**src/rtl/neuron_mac_scheduler.sv**
```systemverilog
// Neuron MAC scheduler: steps one shared multiplier across N_INPUTS synapses,
// accumulating products with per-step signed saturation.
//
// Handshakes: a transfer happens on a rising edge where valid && ready are both
// high; valid may not depend on ready, and the producer holds its data until the transfer.
module neuron_mac_scheduler #(
    parameter int N_INPUTS = 4,
    parameter int WIDTH    = 32,
    localparam int IW      = (N_INPUTS > 1) ? $clog2(N_INPUTS) : 1
) (
    input  logic                      clk,
    input  logic                      reset,
    input  logic                      in_valid,
    output logic                      in_ready,
    input  logic [N_INPUTS*WIDTH-1:0] in_data,
    input  logic                      w_we,
    input  logic [IW-1:0]             w_addr,
    input  logic [WIDTH-1:0]          w_data,
    output logic [WIDTH-1:0]          mul_in,
    output logic [WIDTH-1:0]          mul_const,
    input  logic [WIDTH-1:0]          mul_out,
    output logic                      out_valid,
    input  logic                      out_ready,
    output logic [WIDTH-1:0]          out_sum,
    output logic                      busy
);

    typedef enum logic [1:0] {
        IDLE = 2'd0,
        MUL  = 2'd1,
        DONE = 2'd2
    } state_t;

    state_t           state;
    state_t           state_next;
    logic [IW-1:0]    idx;
    logic [WIDTH-1:0] acc;
    logic [WIDTH-1:0] acc_sat;
    logic [WIDTH:0]   sum_ext;
    logic [WIDTH-1:0] in_reg [N_INPUTS];
    logic [WIDTH-1:0] weight [N_INPUTS];
    logic             accept;
    logic             last_step;
    logic             w_addr_ok;

    assign accept    = (state == IDLE) && in_valid;
    assign last_step = (idx == IW'(N_INPUTS - 1));
    assign w_addr_ok = (32'(w_addr) < N_INPUTS);

    // Sign-extend both operands by one bit; a mismatch of the top two bits means overflow.
    assign sum_ext = {acc[WIDTH-1], acc} + {mul_out[WIDTH-1], mul_out};

    always_comb begin
        acc_sat = sum_ext[WIDTH-1:0];
        if (sum_ext[WIDTH] != sum_ext[WIDTH-1]) begin
            if (sum_ext[WIDTH])
                acc_sat = {1'b1, {(WIDTH-1){1'b0}}};
            else
                acc_sat = {1'b0, {(WIDTH-1){1'b1}}};
        end
    end

    always_comb begin
        state_next = state;
        case (state)
            IDLE:    if (in_valid) state_next = MUL;
            MUL:     if (last_step) state_next = DONE;
            DONE:    if (out_ready) state_next = IDLE;
            default: state_next = IDLE;
        endcase
    end

    always_comb begin
        in_ready  = (state == IDLE);
        busy      = (state != IDLE);
        out_valid = (state == DONE);
        out_sum   = (state == DONE) ? acc : '0;
        mul_in    = '0;
        mul_const = '0;
        if (state == MUL) begin
            mul_in    = in_reg[idx];
            mul_const = weight[idx];
        end
    end

    always_ff @(posedge clk) begin
        if (reset) begin
            state <= IDLE;
            idx   <= '0;
            acc   <= '0;
            for (int i = 0; i < N_INPUTS; i++) begin
                in_reg[i] <= '0;
                weight[i] <= '0;
            end
        end else begin
            state <= state_next;
            if (accept) begin
                idx <= '0;
                acc <= '0;
                for (int i = 0; i < N_INPUTS; i++)
                    in_reg[i] <= in_data[i*WIDTH +: WIDTH];
            end
            if (state == MUL) begin
                acc <= acc_sat;
                idx <= last_step ? '0 : idx + 1'b1;
            end
            // Weights only change in IDLE so a vector always sees one consistent set.
            if (w_we && (state == IDLE) && w_addr_ok)
                weight[w_addr] <= w_data;
        end
    end

endmodule

```
**config.mk**
```make
export PLATFORM = sky130hd
export DESIGN_NAME = neuron_mac_scheduler
export DESIGN_NICKNAME = d
export VERILOG_FILES = /design/src/rtl/neuron_mac_scheduler.sv
export SDC_FILE = /design/constraint.sdc
export NUM_CORES = 1
export LEC_CHECK = 0
export CORE_MARGIN = 8
export CORE_UTILIZATION = 47
export DETAILED_ROUTE_END_ITERATION = 12
export HOLD_SLACK_MARGIN = 0.02
export PLACE_DENSITY = 0.8
export RECOVER_POWER = 100
export SLEW_MARGIN = 40
export SYNTH_ARGS = -nofsm -noshare
export SYNTH_HDL_FRONTEND = slang
export SYNTH_SLANG_ARGS = --single-unit
```
**constraint.sdc**
```tcl
create_clock -name clk -period 5.1 [get_ports clk]
set_input_delay 0.765 -clock clk [delete_from_list [all_inputs] [get_ports clk]]
set_output_delay 0.765 -clock clk [all_outputs]
set_load 0.005 [all_outputs]
```
# Word level (Yosys, flattened, before mapping)
# Memories as Yosys holds them, arrays and structs flattened. A register that Yosys moved wholly into a read port is not among the register bits.
# Index checks and enable logic that the tools add are counted.
dict set report op_classes {
  addsub 2
  n_eq_ne 7
  muxes 33
  bitwise_logic 4
  reduce_logical 7
}
# cell n
set op_table {}
lappend op_table {{32-bit 2-to-1 mux} 12}
lappend op_table {{32-bit by 32-bit adder with 33-bit output} 1}
lappend op_table {{32-bit OR reduction} 1}
lappend op_table {{2-bit 2-to-1 mux} 11}
lappend op_table {{1-bit 2-to-1 mux} 9}
lappend op_table {{2-bit one-hot mux with 3 select lines} 1}
lappend op_table {{2-bit == test (second input constant)} 2}
lappend op_table {{2-bit inequality test (second input constant)} 2}
lappend op_table {{1-bit OR} 4}
lappend op_table {{2-bit nonzero test} 2}
lappend op_table {{3-bit AND reduction} 1}
lappend op_table {{2-bit by 1-bit adder with 2-bit output (second input constant)} 1}
lappend op_table {{2-bit by 1-bit == test with 1-bit output (second input constant)} 1}
lappend op_table {{1-bit logical AND} 2}
lappend op_table {{2-bit logical NOT} 1}
lappend op_table {{2-bit by 1-bit inequality test with 1-bit output (second input constant)} 1}
lappend op_table {{1-bit inequality test} 1}
dict set report totals {
  register_bits 36
  ramBits 256
  inputBits 199
  output_inout_bits 99
  word_cells 58
  mem_count 2
}
# name words word_bits read_ports rd_clocked_by_memory_dff wr line
set memory_table {}
lappend memory_table {in_reg 4 32 1 1 4 40} ;# logic [WIDTH-1:0] in_reg [N_INPUTS];
lappend memory_table {weight 4 32 1 1 4 41} ;# logic [WIDTH-1:0] weight [N_INPUTS];

# Longest topological paths before layout
# Gate-level depths: netlist of run 1.
dict set report logic_depth {
  ltp_word 7
  depth_mapped 13
}

# Least setup slack after synthesis of run 1
# OpenSTA, ideal clock, no wires.
dict set report synth_timing {
  kind {input port to flip-flop}
  from {input port reset}
  to {memory in_reg[0][0], enable pin}
  arrival_time_ns 4.379
  required_time_ns 4.591
  slack_ns 0.212
  stages 3
  n_path_buf 2
  path_cell_list {clkbuf_1 > clkbuf_1 > nand2b_1}
}
# element line
set synth_lines {}
lappend synth_lines {{start, declared} 12} ;# input logic reset,
lappend synth_lines {{end, declared} 40}

==> results of run 1 <==
worst min-delay path: stages, from the launching register on:
cell and delay (ns):
sky130_fd_sc_hd__dfxtp_1 0.32, sky130_fd_sc_hd__nand2_1 0.06, sky130_fd_sc_hd__a21oi_1 0.05
through the flow:
step           util, %  std cells  area (um^2)
5_1_grt          61.40       1849        19180
3_3_place_gp     58.06       1790        18130
6_report         61.41       1850        19180
3_5_place_dp     58.26       1792        18190
4_1_cts          61.64       1846        19250
2_1_floorplan        -       1147        14750
cell families (layout without fill, tap and decap cells):
| logic type | Yosys count | count (layout) |
|---|---|---|
| simple gates | 488 | 488 |
| flops | 294 | 294 |
| compound gates | 151 | 151 |
| buf+inv | 86 | 383 |
| mux | 66 | 66 |
| fa+ha+maj | 34 | 34 |
| xor+xnor | 28 | 28 |
| other cells | 0 | 4 |
layer usage:
layer	part of all wire (%)	track usage (%)	routed length, um	vias to the layer above
met3	6.5	4.155	2460	52
met2	52	34.99	19660	292
met1	40	24.36	15130	4926
met4	2.1	6.272	786	2
li1	-	-	-	4691
met5	0.034	0	13	-
layout make-up:
cell class	instances	share of cell area (%)
repair buffers	315	16.42
diodes	4	0.05219
clock inverters	19	1.383
inverters	14	0.2740
flip-flops and latches	294	44.08
clock buffers	35	4.123
well taps	402	2.623
multi-input cells	767	31.05
power groups by stage:
| stage | clock [mW] | sequential (mW) | combinational (mW) |
|---|---|---|---|
| 6_report | 2.34 | 2.87 | 0.899 |
| 3_3_place_gp | 0 | 2.91 | 0.903 |
| 4_1_cts | 2.38 | 2.87 | 0.926 |
| 5_1_grt | 2.46 | 2.89 | 0.981 |
| 2_1_floorplan | 0 | 2.88 | 0.557 |
| 3_5_place_dp | 0 | 2.92 | 0.918 |
worst paths after layout:
| kind | startpoint | end | slack, ns | cells past startpoint |
|---|---|---|---|---|
| setup reg to reg | acc[1] | acc[9] | 1.18 | 11 |
| setup / recovery | reset | weight[2][21] | 0.88 | 5 |
| hold / removal | acc[31] | acc[31] | 0.48 | 2 |
| hold reg to reg | acc[31] | acc[31] | 0.48 | 2 |
placed cells by master, fill, tap and decap left out, drive strengths merged, types with 2 or more instances in the layout:
cell type and n:
a211o 2, a211oi 5, a21o 13, a21oi 49, a22oi 6, a31oi 5, a41o 2, and2 354
buf 10, bufinv 6, clkbuf 43, clkdlybuf4s50 224, clkinv 7, clkinvlp 6, dfxtp 38, diode 4
dlygate4sd3 73, edfxtp 256, ha 33, inv 14, mux4 64, nand2 55, nand2b 3, nand3 10
nand4 9, nor2 34, nor2b 6, nor3 6, nor3b 4, o211ai 5, o21a 7, o21ai 37
o21ba 3, o21bai 3, o41ai 2, or2 5, xnor2 16, xor2 12
==> results summary, run 1 <==
The number of register bits inferred by synthesis is 294. The number of H-tree levels is 1. The height of the die came out at 193.1 um. The required time at the worst-slack endpoint came out at 5.24 ns. The clock insertion delay at the later pin of the skew report came out at 0.54 ns. After Yosys synthesis, XOR and XNOR cells account for 1.663% of the synthesized area.

Clock tree synthesis selected as its root buffer the cell sky130_fd_sc_hd__clkbuf_16. The power density of the placed cells came out at 318.2 nW/um^2. After the first detailed-routing iteration, the DRC count stood at 602. The tightest hold path in the finished design has a slack of 0.4754 ns.

The floorplan step defined a die boundary enclosing 37300 um^2. In this run the power spent charging and discharging nets is 1.435 mW. The number of placement rows came out at 65. The commonest register cell after synthesis is sky130_fd_sc_hd__edfxtp_1. The final HPWL from detailed placement is 26.14 mm. The worst path setup slack after routing came out at 0.8821 ns. The remaining max-slew budget at the tightest pin came out at -26.50%. The standby leakage power is 7.219 nW.

Setup violations remaining at the end of the flow were counted as 0. The TritonCTS clock tree is done. The number of synthesized flops with an enable pin is 256. After Yosys synthesis, full adders, half adders and majority gates account for 2.936% of the synthesized area. The sequential cell area in the final layout is 8453 um^2. The iteration count of the initial detailed-routing pass came out at 4. The number of inserted filler cells in the final layout came out at 2393.

The clock passes through at most 3 buffers. The count of final hold-check violations came out at 0. By area, the combinational part of the netlist is dominated by simple AND/OR/NAND/NOR gates. The proportion of register bits with asynchronous set or reset after synthesis is 0%. The area growth from synthesis to layout is 30.06%. Of the total power, combinational logic draws 14.7%. The total power of the final layout is 6.103 mW. The tightest min-delay check is of the reg2reg type.

The maximum number of pins on one net before global-route repair came out at 129. After synthesis, the netlist uses 59 different library cells. The first global-routing pass estimated 57.90 mm of wire. The mux cell area share after synthesis came out at 9.919%.

Pin placement for this block handled 298 I/O pins. After detailed routing, the number of vias per cell comes to 5.385. The final reports fail on capacitance limit, slew limit. The yosys synthesis warning count came out at 0. The effective utilization at floorplan is 47.22%. The placer congestion estimate is 0.8676. The number of gates resized after CTS was 0.

The fmax is 0.2371 GHz. The per-cell routed wire length is 20.57 um. VDD sags by at most 0.2773 mV. The via count of the first global-routing pass is 10410. The simple logic cell fraction of the synthesized area is 19.14%. For the pin with the worst max-slew slack, the measured transition is 1.898 ns. After clock tree synthesis, the clock-pin slew on the worst setup and hold paths is 0.06 ns.

The total number of vias is 9963. Averaged over all synthesized cells, the footprint is 12.86 um^2. Clock skew on the completed layout was measured at 0.009270 ns.

The worst setup path is captured at a flip-flop. After layout, the worst path uses 82.70% of the clock period. The pre-CTS setup slack came out at 1.079 ns. The fraction of layout instances using a drive strength above 1 came out at 9.626%. The share of synthesized area occupied by flip-flops and latches is 57.29%. The worst-path maximum fanout came out at 32. The family of cells with the greatest summed delay on the critical path is simple AND/OR/NAND/NOR gates. The summed negative setup slack over all endpoints is 0 ns.

The post-CTS setup repair buffer count came out at 0. Sorting the synthesized cells by area gives the leading types as sky130_fd_sc_hd__edfxtp_1 (52%), sky130_fd_sc_hd__and2_1 (15%), sky130_fd_sc_hd__mux4_2 (9.8%). The number of max-cap violations is 7.

In this run the cell area of the synthesized design comes to 14750 um^2. The net count of the mapped netlist came out at 1380. The count of pins over their slew limit is 327.

The flow ran to the end, but the final reports show violations. The fraction of power consumed by sequential logic came out at 47.0%. Global routing consumed, over all layers together, 19.93% of the routing resources.

The critical path startpoint category is an input port. The clock share of power came out at 38.3%. The smallest clock period supported by the final layout is computed as 4.218 ns. The top cell type's share of synthesized area came out at 52.13%. The critical path contains buffers and inverters numbering 2 combined. The area occupied by multi-input gates came out at 5954 um^2. The number of CTS-inserted buffers came out at 30. The number of nets at the end of the flow came out at 1655.

The critical path goes through dlygate4sd3_1 > clkbuf_1 > or2_2 > nor3b_1 > or2_1. The commonest cells after synthesis are sky130_fd_sc_hd__and2_1 (353), sky130_fd_sc_hd__edfxtp_1 (256), sky130_fd_sc_hd__mux4_2 (64). The total area inside the core boundary comes to 31230 um^2. The area fraction in compound gates after synthesis came out at 6.669%.

The number of clock sinks came out at 294. The total global routing overflow came out at 0. The internal power of the cells totals 4.668 mW. The worst setup path is of the in2reg kind. The cell taking the most area after synthesis is sky130_fd_sc_hd__edfxtp_1. The total length of routed wires is 38.05 mm. The number of port buffers is 297. The slowest stage of the critical path is the sky130_fd_sc_hd__or2_1 cell. The count of nets left with antenna violations once routing finished came out at 0.

The horizontal extent of the die is 193.1 um. Setup repair after global routing left no endpoint under its margin. By instance count, the leading cell after synthesis is sky130_fd_sc_hd__and2_1.

The number of antenna violations at the first check in global routing is 4. Buffers inserted to repair hold after CTS numbered 0. Data arrives at the worst endpoint at 4.36 ns.

The count of mapped cells out of synthesis came out at 1147. The switching share of power came out at 23.51%. The post-detailed-route DRC marker count is 0. For this run, the slowest stage of the critical path takes 1.29 ns.
Note: power is estimated with default switching activity, not from simulation.
==> run 2: changes to the inputs <==
clock period = 3.6 ns   (was 5.1 ns; I/O delays follow)
==> results summary, run 2 (synthesis gave the netlist of run 1 again) <==
The summed negative setup slack over all endpoints came out at 0 ns (unchanged). The number of setup violations in the final report came out at 0 (unchanged). The final clock period utilization by the worst path is 93.40%. The required time at the worst-slack endpoint is 3.06 ns (-2.18 ns). The peak per-stage delay on the critical path is 0.59 ns (-0.70 ns). The number of max-cap violations was 2 (-5). The power density of the placed cells came out at 436.6 nW/um^2 (+37%). The wire length of the first global-routing pass was 58.40 mm (+0.87%). For this run, the top clock speed supported by timing is 0.2974 GHz.

The placed cell count came out at 1815 (+1.3%). The number of inserted filler cells in the final layout is 2444 (+2.1%). The min-delay analysis places its worst path in the category reg2reg.

The TritonCTS clock tree is done. The total length of routed wires was 38.34 mm (+0.75%). The violation count after the first detailed-route iteration came out at 647 (+7.5%). The number of vias per cell came out at 5.366 (-0.37%). The height of the die is 193.1 um (unchanged). The count of pins over their slew limit is 66 (-80%). The placer congestion estimate was 0.9377 (+8.1%). The clock root buffer is sky130_fd_sc_hd__clkbuf_16. The transition time at the pin with the least slew margin came out at 2.262 ns (+0.3644 ns).

The standby leakage power is 7.120 nW (-1.4%). The setup skew after layout came out at 0.009032 ns (-0.0002377 ns). Walking the worst path, the cells encountered are clkbuf_4 > mux4_2 > and2_1 > clkdlybuf4s50_1. The post-CTS setup repair buffer count came to 0 (unchanged). Among all stages on the critical path, the largest delay is contributed by sky130_fd_sc_hd__mux4_2. The remaining max-slew budget at the tightest pin is -50.79% (-24 points).

The fraction of layout instances using a drive strength above 1 was 10.27% (+0.65 points). The worst setup path is launched from a flip-flop. The maximum vdd ir drop is 0.4064 mV (+47%). The arrival time at the worst endpoint came to 2.82 ns (-1.54 ns). The number of nets at the end of the flow is 1679 (+1.5%).

The pre-CTS setup slack came to 0.05123 ns (-1.028 ns). The cts-stage hold buffer count is 0 (unchanged). The per-cell routed wire length came to 20.47 um (-0.49%). The endpoint type of the worst setup path is an output pin. The count of final hold-check violations is 0 (unchanged). The maximum number of pins on one net before global-route repair came to 129 (unchanged).

The overall routing resource usage was 20.13% (+0.20 points). The maximum buffer depth of the clock tree came out at 3 (unchanged). The number of port buffers is 297 (unchanged). The shortest clock period the worst path allows after layout came out at 3.363 ns.

The area growth from synthesis to layout came out at 30.23%. The horizontal extent of the die came out at 193.1 um (unchanged). The worst path setup slack after routing is 0.2375 ns (-0.6446 ns).

The checks that failed: capacitance limit, slew limit. The clock insertion delay at the later pin of the skew report came out at 0.55 ns (about the same). Setup repair after global routing left no endpoint under its margin. The top cell types in the final layout, fill and taps aside, are sky130_fd_sc_hd__clkdlybuf4s50_1 (263), sky130_fd_sc_hd__edfxtp_1 (256), sky130_fd_sc_hd__and2_1 (185). The number of CTS-inserted buffers is 31 (+3.3%). The post-detailed-route DRC marker count came out at 0 (unchanged). The number of routed nets with antenna violations is 0 (unchanged). The clock-pin slew of the registers on the worst-case setup and hold paths came out at 0.06 ns (about the same). The worst setup path is of the reg2out kind.

The area enclosed by the die boundary is 37300 um^2 (unchanged). The effective utilization at floorplan is 47.22% (unchanged). The run finished, with violations left. The total global routing overflow came out at 0 (unchanged). The number of H-tree levels came out at 1 (unchanged). The total power of the final layout is 8.383 mW (+37%).

The number of standard cells in the final layout excluding fillers came out at 1873 (+1.2%). The total number of vias is 10050 (+0.87%). The placeable core area was 31230 um^2 (unchanged). The final-layout worst hold slack was 0.4733 ns (-0.002094 ns). The most common cell after layout, fill and taps aside is sky130_fd_sc_hd__clkdlybuf4s50_1. The worst-path maximum fanout came out at 16 (-50%). The iteration count of the initial detailed-routing pass was 5 (+1). The final HPWL from detailed placement is 26.78 mm (+2.4%). The number of clock sinks came out at 294 (unchanged). The number of top-level design ports came to 298 (unchanged).

The number of placement rows is 65 (unchanged). The post-cts gate resize count came to 0 (unchanged). The number of antenna violations at the first check in global routing came out at 1 (-3). The via count of the first global-routing pass was 10630 (+2.2%).
run 2: cell type report:
type                            instances  area (um^2)  area share, %
Clock inverter                         22        163.9         0.8535
Tap cell                              402        503.0          2.619
Multi-Input combinational cell        767         5962          31.05
Sequential cell                       294         8456          44.03
Timing Repair Buffer                  338         3273          17.04
Clock buffer                           35        790.8          4.118
Antenna cell                            1        2.502        0.01303
Inverter                               14        52.55         0.2737
run 2: metal layers:
layer	vias to the layer above	GRT usage [%]	share of wire, %
met5	-	0	0
met4	0	5.828	2.7
met3	63	4.173	6.8
met2	357	36.29	51
met1	4888	24.03	39
li1	4742	-	-
run 2: worst paths after layout:
check	from	end	slack, ns	depth (start not counted)
max	flip-flop	mul_const[31]	0.24	4
min	acc[12]	acc[12]	0.47	2
max reg2reg	state[0]	in_reg[1][1]	0.32	5
min reg2reg	acc[12]	acc[12]	0.47	2
run 2: per-stage QoR:
step           utilization (%)  cell area [um^2]
6_report                 61.49             19200
5_1_grt                  61.49             19200
4_1_cts                  61.88             19330
3_5_place_dp             58.83             18370
3_3_place_gp             58.83             18370
2_1_floorplan                -             14750
run 2: power breakdown:
group / total (mW) / internal (mW) / leakage [nW] / switching, mW
registers: 4.05 / 3.95 / 3.01 / 0.0970
clock network: 3.00 / 1.71 / 0.454 / 1.29
logic: 1.33 / 0.690 / 3.66 / 0.643
total: 8.38 / 6.36 / 7.12 / 2.03
run 2: critical path: cells and delay by family (launching register included):
kind	cells	cell delay [ns]
DFF	1	0.58
muxes	1	0.59
and+or+nand+nor	1	0.18
buffers and inverters	2	0.93
